`src/rtl/seq_pulse_gen_if.sv`:
```
// Bundle between test/control logic, seq_pulse_gen and the sequence detector.
// master: control/detector side; slave: the pulse generator itself.
interface seq_pulse_gen_if #(
    parameter int CNT_W = 8,
    parameter int GAP_W = 4
);
    logic             start;
    logic [CNT_W-1:0] frame_count;
    logic [GAP_W-1:0] gap;
    logic             a_in;
    logic             b_in;
    logic             sig_1;
    logic             sig_2;
    logic             busy;
    logic             done;
    logic [CNT_W-1:0] ok_count;
    logic [CNT_W-1:0] err_count;
    logic             err;

    modport master (
        output start, frame_count, gap, a_in, b_in,
        input  sig_1, sig_2, busy, done, ok_count, err_count, err
    );

    modport slave (
        input  start, frame_count, gap, a_in, b_in,
        output sig_1, sig_2, busy, done, ok_count, err_count, err
    );
endinterface

```
`src/rtl/seq_pulse_gen.sv`:
```
// Transmit side of the sig_1/sig_2 sequence-detector handshake; sends frames and scores a/b responses.
// Define SEQ_PULSE_GEN_STOP_ON_ERR_EN to end a run after the first failing frame's gap.
module seq_pulse_gen #(
    parameter int CNT_W = 8,
    parameter int GAP_W = 4
) (
    input logic            clk,
    input logic            rst,
    seq_pulse_gen_if.slave bus
);
    typedef enum logic [2:0] {IDLE, SEND1, SEND2, GAP, DONE} state_t;

    state_t           state, state_nxt;
    logic [CNT_W-1:0] frames_left;
    logic [CNT_W-1:0] ok_cnt;
    logic [CNT_W-1:0] err_cnt;
    logic [GAP_W-1:0] gap_len;
    logic [GAP_W-1:0] gap_left;
    logic             err_r;
    logic             bad1;
    logic             gap_last;
    logic             run_end;
    logic             frame_bad;

    assign gap_last  = (gap_left == GAP_W'(1));
    assign frame_bad = bad1 || !(bus.b_in && !bus.a_in);

`ifdef SEQ_PULSE_GEN_STOP_ON_ERR_EN
    // err_r is already updated by the first GAP cycle, so a failing frame ends the run here
    assign run_end = (frames_left == CNT_W'(1)) || err_r;
`else
    assign run_end = (frames_left == CNT_W'(1));
`endif

    always_comb begin
        state_nxt = state;
        case (state)
            IDLE:    if (bus.start) state_nxt = (bus.frame_count != '0) ? SEND1 : DONE;
            SEND1:   state_nxt = SEND2;
            SEND2:   state_nxt = GAP;
            GAP:     if (gap_last) state_nxt = run_end ? DONE : SEND1;
            DONE:    state_nxt = IDLE;
            default: state_nxt = IDLE;
        endcase
    end

    always_ff @(posedge clk) begin
        if (rst) begin
            state       <= IDLE;
            frames_left <= '0;
            ok_cnt      <= '0;
            err_cnt     <= '0;
            gap_len     <= '0;
            gap_left    <= '0;
            err_r       <= 1'b0;
            bad1        <= 1'b0;
        end else begin
            state <= state_nxt;
            case (state)
                IDLE: begin
                    if (bus.start) begin
                        ok_cnt      <= '0;
                        err_cnt     <= '0;
                        err_r       <= 1'b0;
                        frames_left <= bus.frame_count;
                        gap_len     <= (bus.gap == '0) ? GAP_W'(1) : bus.gap;
                    end
                end
                SEND1: bad1 <= !(bus.a_in && !bus.b_in);
                SEND2: begin
                    gap_left <= gap_len;
                    if (frame_bad) begin
                        err_r <= 1'b1;
                        if (err_cnt != '1) err_cnt <= err_cnt + CNT_W'(1);
                    end else if (ok_cnt != '1) begin
                        ok_cnt <= ok_cnt + CNT_W'(1);
                    end
                end
                GAP: begin
                    gap_left <= gap_left - GAP_W'(1);
                    if (gap_last) frames_left <= frames_left - CNT_W'(1);
                end
                default: ;
            endcase
        end
    end

    assign bus.sig_1     = (state == SEND1);
    assign bus.sig_2     = (state == SEND2);
    assign bus.busy      = (state == SEND1) || (state == SEND2) || (state == GAP);
    assign bus.done      = (state == DONE);
    assign bus.ok_count  = ok_cnt;
    assign bus.err_count = err_cnt;
    assign bus.err       = err_r;
endmodule

```
`src/flat_wrapper.sv`:
```
// flat-port wrapper written by rule: the top's interface ports become plain ports
module seq_pulse_gen_flat 
#(
    parameter int CNT_W = 8,
    parameter int GAP_W = 4
)
  (clk, rst, bus_start, bus_frame_count, bus_gap, bus_a_in, bus_b_in, bus_sig_1, bus_sig_2, bus_busy, bus_done, bus_ok_count, bus_err_count, bus_err);
  seq_pulse_gen_if #(.CNT_W(CNT_W), .GAP_W(GAP_W)) bus_i ();
  input logic clk;
  input logic rst;
  input wire logic [$bits(bus_i.start)-1:0] bus_start;
  input wire logic [$bits(bus_i.frame_count)-1:0] bus_frame_count;
  input wire logic [$bits(bus_i.gap)-1:0] bus_gap;
  input wire logic [$bits(bus_i.a_in)-1:0] bus_a_in;
  input wire logic [$bits(bus_i.b_in)-1:0] bus_b_in;
  output wire logic [$bits(bus_i.sig_1)-1:0] bus_sig_1;
  output wire logic [$bits(bus_i.sig_2)-1:0] bus_sig_2;
  output wire logic [$bits(bus_i.busy)-1:0] bus_busy;
  output wire logic [$bits(bus_i.done)-1:0] bus_done;
  output wire logic [$bits(bus_i.ok_count)-1:0] bus_ok_count;
  output wire logic [$bits(bus_i.err_count)-1:0] bus_err_count;
  output wire logic [$bits(bus_i.err)-1:0] bus_err;
  assign bus_i.start = bus_start;
  assign bus_i.frame_count = bus_frame_count;
  assign bus_i.gap = bus_gap;
  assign bus_i.a_in = bus_a_in;
  assign bus_i.b_in = bus_b_in;
  assign bus_sig_1 = bus_i.sig_1;
  assign bus_sig_2 = bus_i.sig_2;
  assign bus_busy = bus_i.busy;
  assign bus_done = bus_i.done;
  assign bus_ok_count = bus_i.ok_count;
  assign bus_err_count = bus_i.err_count;
  assign bus_err = bus_i.err;
  seq_pulse_gen #(.CNT_W(CNT_W), .GAP_W(GAP_W)) u_core (.clk(clk), .rst(rst), .bus(bus_i));
endmodule
```
`config.mk`:
```
export PLATFORM = sky130hd
export DESIGN_NAME = seq_pulse_gen_flat
export DESIGN_NICKNAME = d
export VERILOG_FILES = /design/src/rtl/seq_pulse_gen_if.sv /design/src/rtl/seq_pulse_gen.sv /design/src/flat_wrapper.sv
export SDC_FILE = /design/constraint.sdc
export NUM_CORES = 1
export LEC_CHECK = 0
export CAP_MARGIN = 5
export CELL_PAD_IN_SITES_DETAIL_PLACEMENT = 1
export CELL_PAD_IN_SITES_GLOBAL_PLACEMENT = 1
export CORE_UTILIZATION = 35
export CTS_CLUSTER_DIAMETER = 120
export DETAILED_ROUTE_END_ITERATION = 8
export PLACE_DENSITY_LB_ADDON = 0.1
export SLEW_MARGIN = 20
export SYNTH_ARGS = -nofsm -noshare
export SYNTH_HDL_FRONTEND = slang
export SYNTH_SLANG_ARGS = --single-unit
```
`constraint.sdc`:
```
create_clock -name clk -period 1.8 [get_ports clk]
set_input_delay 0.54 -clock clk [delete_from_list [all_inputs] [get_ports clk]]
set_output_delay 0.54 -clock clk [all_outputs]
set_load 0.01 [all_outputs]
```
==> results_dict.tcl <==
set metrics [dict create \
    hold_class "reg -> reg" \
    dp_hpwl_um 4880 \
    multi_input_area_um2 1400 \
    antenna_found_initial 0 \
    rows 28 \
    synth.yosys.seq_area_share 0.348 \
    required_ps 1260 \
    slew-limit-headroom 0.737 \
    seq_area_um2 764 \
    ys_types 56 \
    final_area_um2 3190 \
    layout_common_cells "46 x buf_4, 29 x nand2_1, 26 x clkdlybuf4s50_1" \
    p_switching_uw 913 \
    synth.net_count 276 \
    min_from "u_core.gap_len[1]" \
    regToRegSetupSlack_ps 80 \
    fp.dieW_um 80 \
    p_clk_frac 0.272 \
    setup_slack_ps 31.6 \
    fillCellCount 704 \
    status "finished, final reports clean" \
    final_common_cell "buf_4" \
    grt_pass1_wl_um 10900 \
    finalSetupViolCount 0 \
    drv_slew 0 \
    power_frac_comb 0.376 \
    grt-ovfl-total 0 \
    skew_ps 6.68 \
    totalWireLength_um 6570 \
    period_share 0.982 \
    p_leak_nw 1.34 \
    start_util 0.362 \
    finalPower_mw 2.79 \
    drive_gt1_frac 0.302 \
    crit_family "buffers and inverters" \
    hold_depth 2 \
    synthCells 253 \
    track_usage 0.222 \
    critPathKind "reg -> out" \
    irDropWorstVdd_v 0.000460 \
    p_sw_frac 0.327 \
    ys_seq_elements 37 \
    cts_sinks 37 \
    crit_buf_inv 1 \
    tritoncts "yes" \
    tightest_slew_ps 391 \
    htree_levels 2 \
    wl_per_cell_um 15.9 \
    clkSlewWorstSetupHoldPaths_ps 70 \
    io_pins 38 \
    final-hold-violation-count 0 \
    holdBufCountCts 0 \
    yosys.area.top_type "dfxtp_1" \
    reg2reg_from "u_core.state[0]" \
    drc_errors 0 \
    first_pass_iters 4 \
    die_h_um 80 \
    synthArstFlopShare 0 \
    synthTopCellsByArea "dfxtp_1 35%, a21oi_1 5.2%, nand2_1 5.1%" \
    grt_pass1_vias 2359 \
    arrival_ps 1230 \
    core_area_um2 5890 \
    fp.dieArea_um2 6400 \
    cp_cell_sequence "clkdlybuf4s50_1" \
    nets 360 \
    max_clock_freq_ghz 0.565 \
    syn2layout_area_growth_pct 50.0 \
    ant_nets 0 \
    synth_warnings 0 \
    maxCapViolCount 0 \
    worstSetupStartpointType "flip-flop" \
    antenna_cells 0 \
    vias_per_cell 5.50 \
    grt_max_degree 19 \
    synth-main-ff-cell "dfxtp_1" \
    yosysTopAreaCellShare 0.348 \
    power_frac_seq 0.352 \
    critPathMaxStageDelay_ps 560 \
    worst_skew_pair.late_latency_ps 290 \
    placed_area_um2 2940 \
    whs_endpoint "u_core.gap_len[1]" \
    min_period_ps 1770 \
    synth_edf_count 0 \
    syn-mean-instance-area_um2 8.42 \
    r2r-end "u_core.bus.ok_count[4]" \
    clockRootBuffer "clkbuf_8" \
    synth_area_um2 2130 \
    slowest_stage "clkdlybuf4s50_1" \
    power_density_nw_per_um2 875 \
    worst-path-max-fanout 6 \
    drtIter0Drc 72 \
    power.internal_mw 1.88 \
    r2r_cells 7 \
    end_kind "output port" \
    dp_slack_ps -397 \
    clockBufferDepth 2 \
    routabilityCongestion 0.752 \
    io_buffers 37 \
    vias 2272 \
    cts_buffers 5 \
    rsz0062_at_grt "true" \
]
## how the worst max path moves through the flow
stage          cells past startpoint                       to                     from
4_1_cts                            6  u_core.bus.err_count[5]          u_core.state[2]
3_5_place_dp                       6  u_core.bus.err_count[2]                 bus_b_in
5_1_grt                            7    u_core.frames_left[2]          u_core.state[2]
6_report                           1         bus_err_count[2]  u_core.bus.err_count[2]
3_3_place_gp                       6  u_core.bus.err_count[2]                 bus_b_in
2_1_floorplan                      6    u_core.frames_left[0]       u_core.gap_left[0]
## worst register-to-register path, delay by kind of cell (launching register included)
family | cells | cell delay (ps)
simple gates | 2 | 600
flops | 1 | 360
compound gates | 2 | 260
buf+inv | 3 | 450
## per-layer routing
metal | GRT usage | vias to the layer above | wire (um)
li1 | - | 1117 | -
met1 | 0.271 | 1097 | 2980
met2 | 0.383 | 45 | 3250
met3 | 0.0389 | 13 | 187
met4 | 0.0857 | 0 | 153
met5 | 0 | - | 0
## registers in the layout, summed over array words and instances, names as in the netlist
name / cells
u_core.bad1: 1
u_core.bus.err: 1
u_core.bus.err_count: 8
u_core.bus.ok_count: 8
u_core.frames_left: 8
u_core.gap_left: 4
u_core.gap_len: 4
u_core.state: 3
## cell families after synthesis
group	synth area share
XOR/XNOR	0.00411
AO/OA/AOI/OAI	0.260
AND/OR/NAND/NOR	0.298
buffers and inverters	0.0452
flip-flops	0.348
adder cells (fa/ha/maj)	0.0353
multiplexers	0.00940
## Yosys cell counts, drive strengths merged, types with 4 or more instances
cell and count:
dfxtp 37, nand2 29, a21oi 22, nor2 21
nor3 14, inv 10, o31ai 10, nand3 7
o21ai 7, clkbuf 6, ha 6, o311ai 6
buf 5, nor3b 5, nor4b 5, a22oi 4
nor4 4, or3 4
## final cells by class
cell class	count	share of cell area
repair buffers	88	0.245
inverters	10	0.0129
clock inverters	1	0.00940
flip-flops and latches	37	0.239
well taps	75	0.0294
multi-input cells	195	0.437
clock buffers	7	0.0270
## timing repair
action	in CTS	in global routing
gates resized for setup	34	32
endpoints found under the setup margin	22	27
pin swaps	2	3
setup buffers	0	1
## power groups by stage
stage / sequential (mW) / combinational, mW / clock [mW]
2_1_floorplan: 0.972 / 0.514 / 0
3_3_place_gp: 0.978 / 0.976 / 0
3_5_place_dp: 0.982 / 0.998 / 0
4_1_cts: 0.978 / 1.03 / 0.786
5_1_grt: 0.996 / 1.15 / 0.818
6_report: 0.984 / 1.05 / 0.760
## through the flow
step                      instances  utilization  TNS, ps  hold WS (ps)
after floorplan                 253            -        0           436
after global placement          404        0.499    -7010           452
after detailed placement        404        0.499    -7730           451
after CTS                       412        0.529    -12.9           462
after global routing            413        0.543    -28.2           481
final                           413        0.543        0           465
Note: power is estimated with default switching activity, not from simulation.
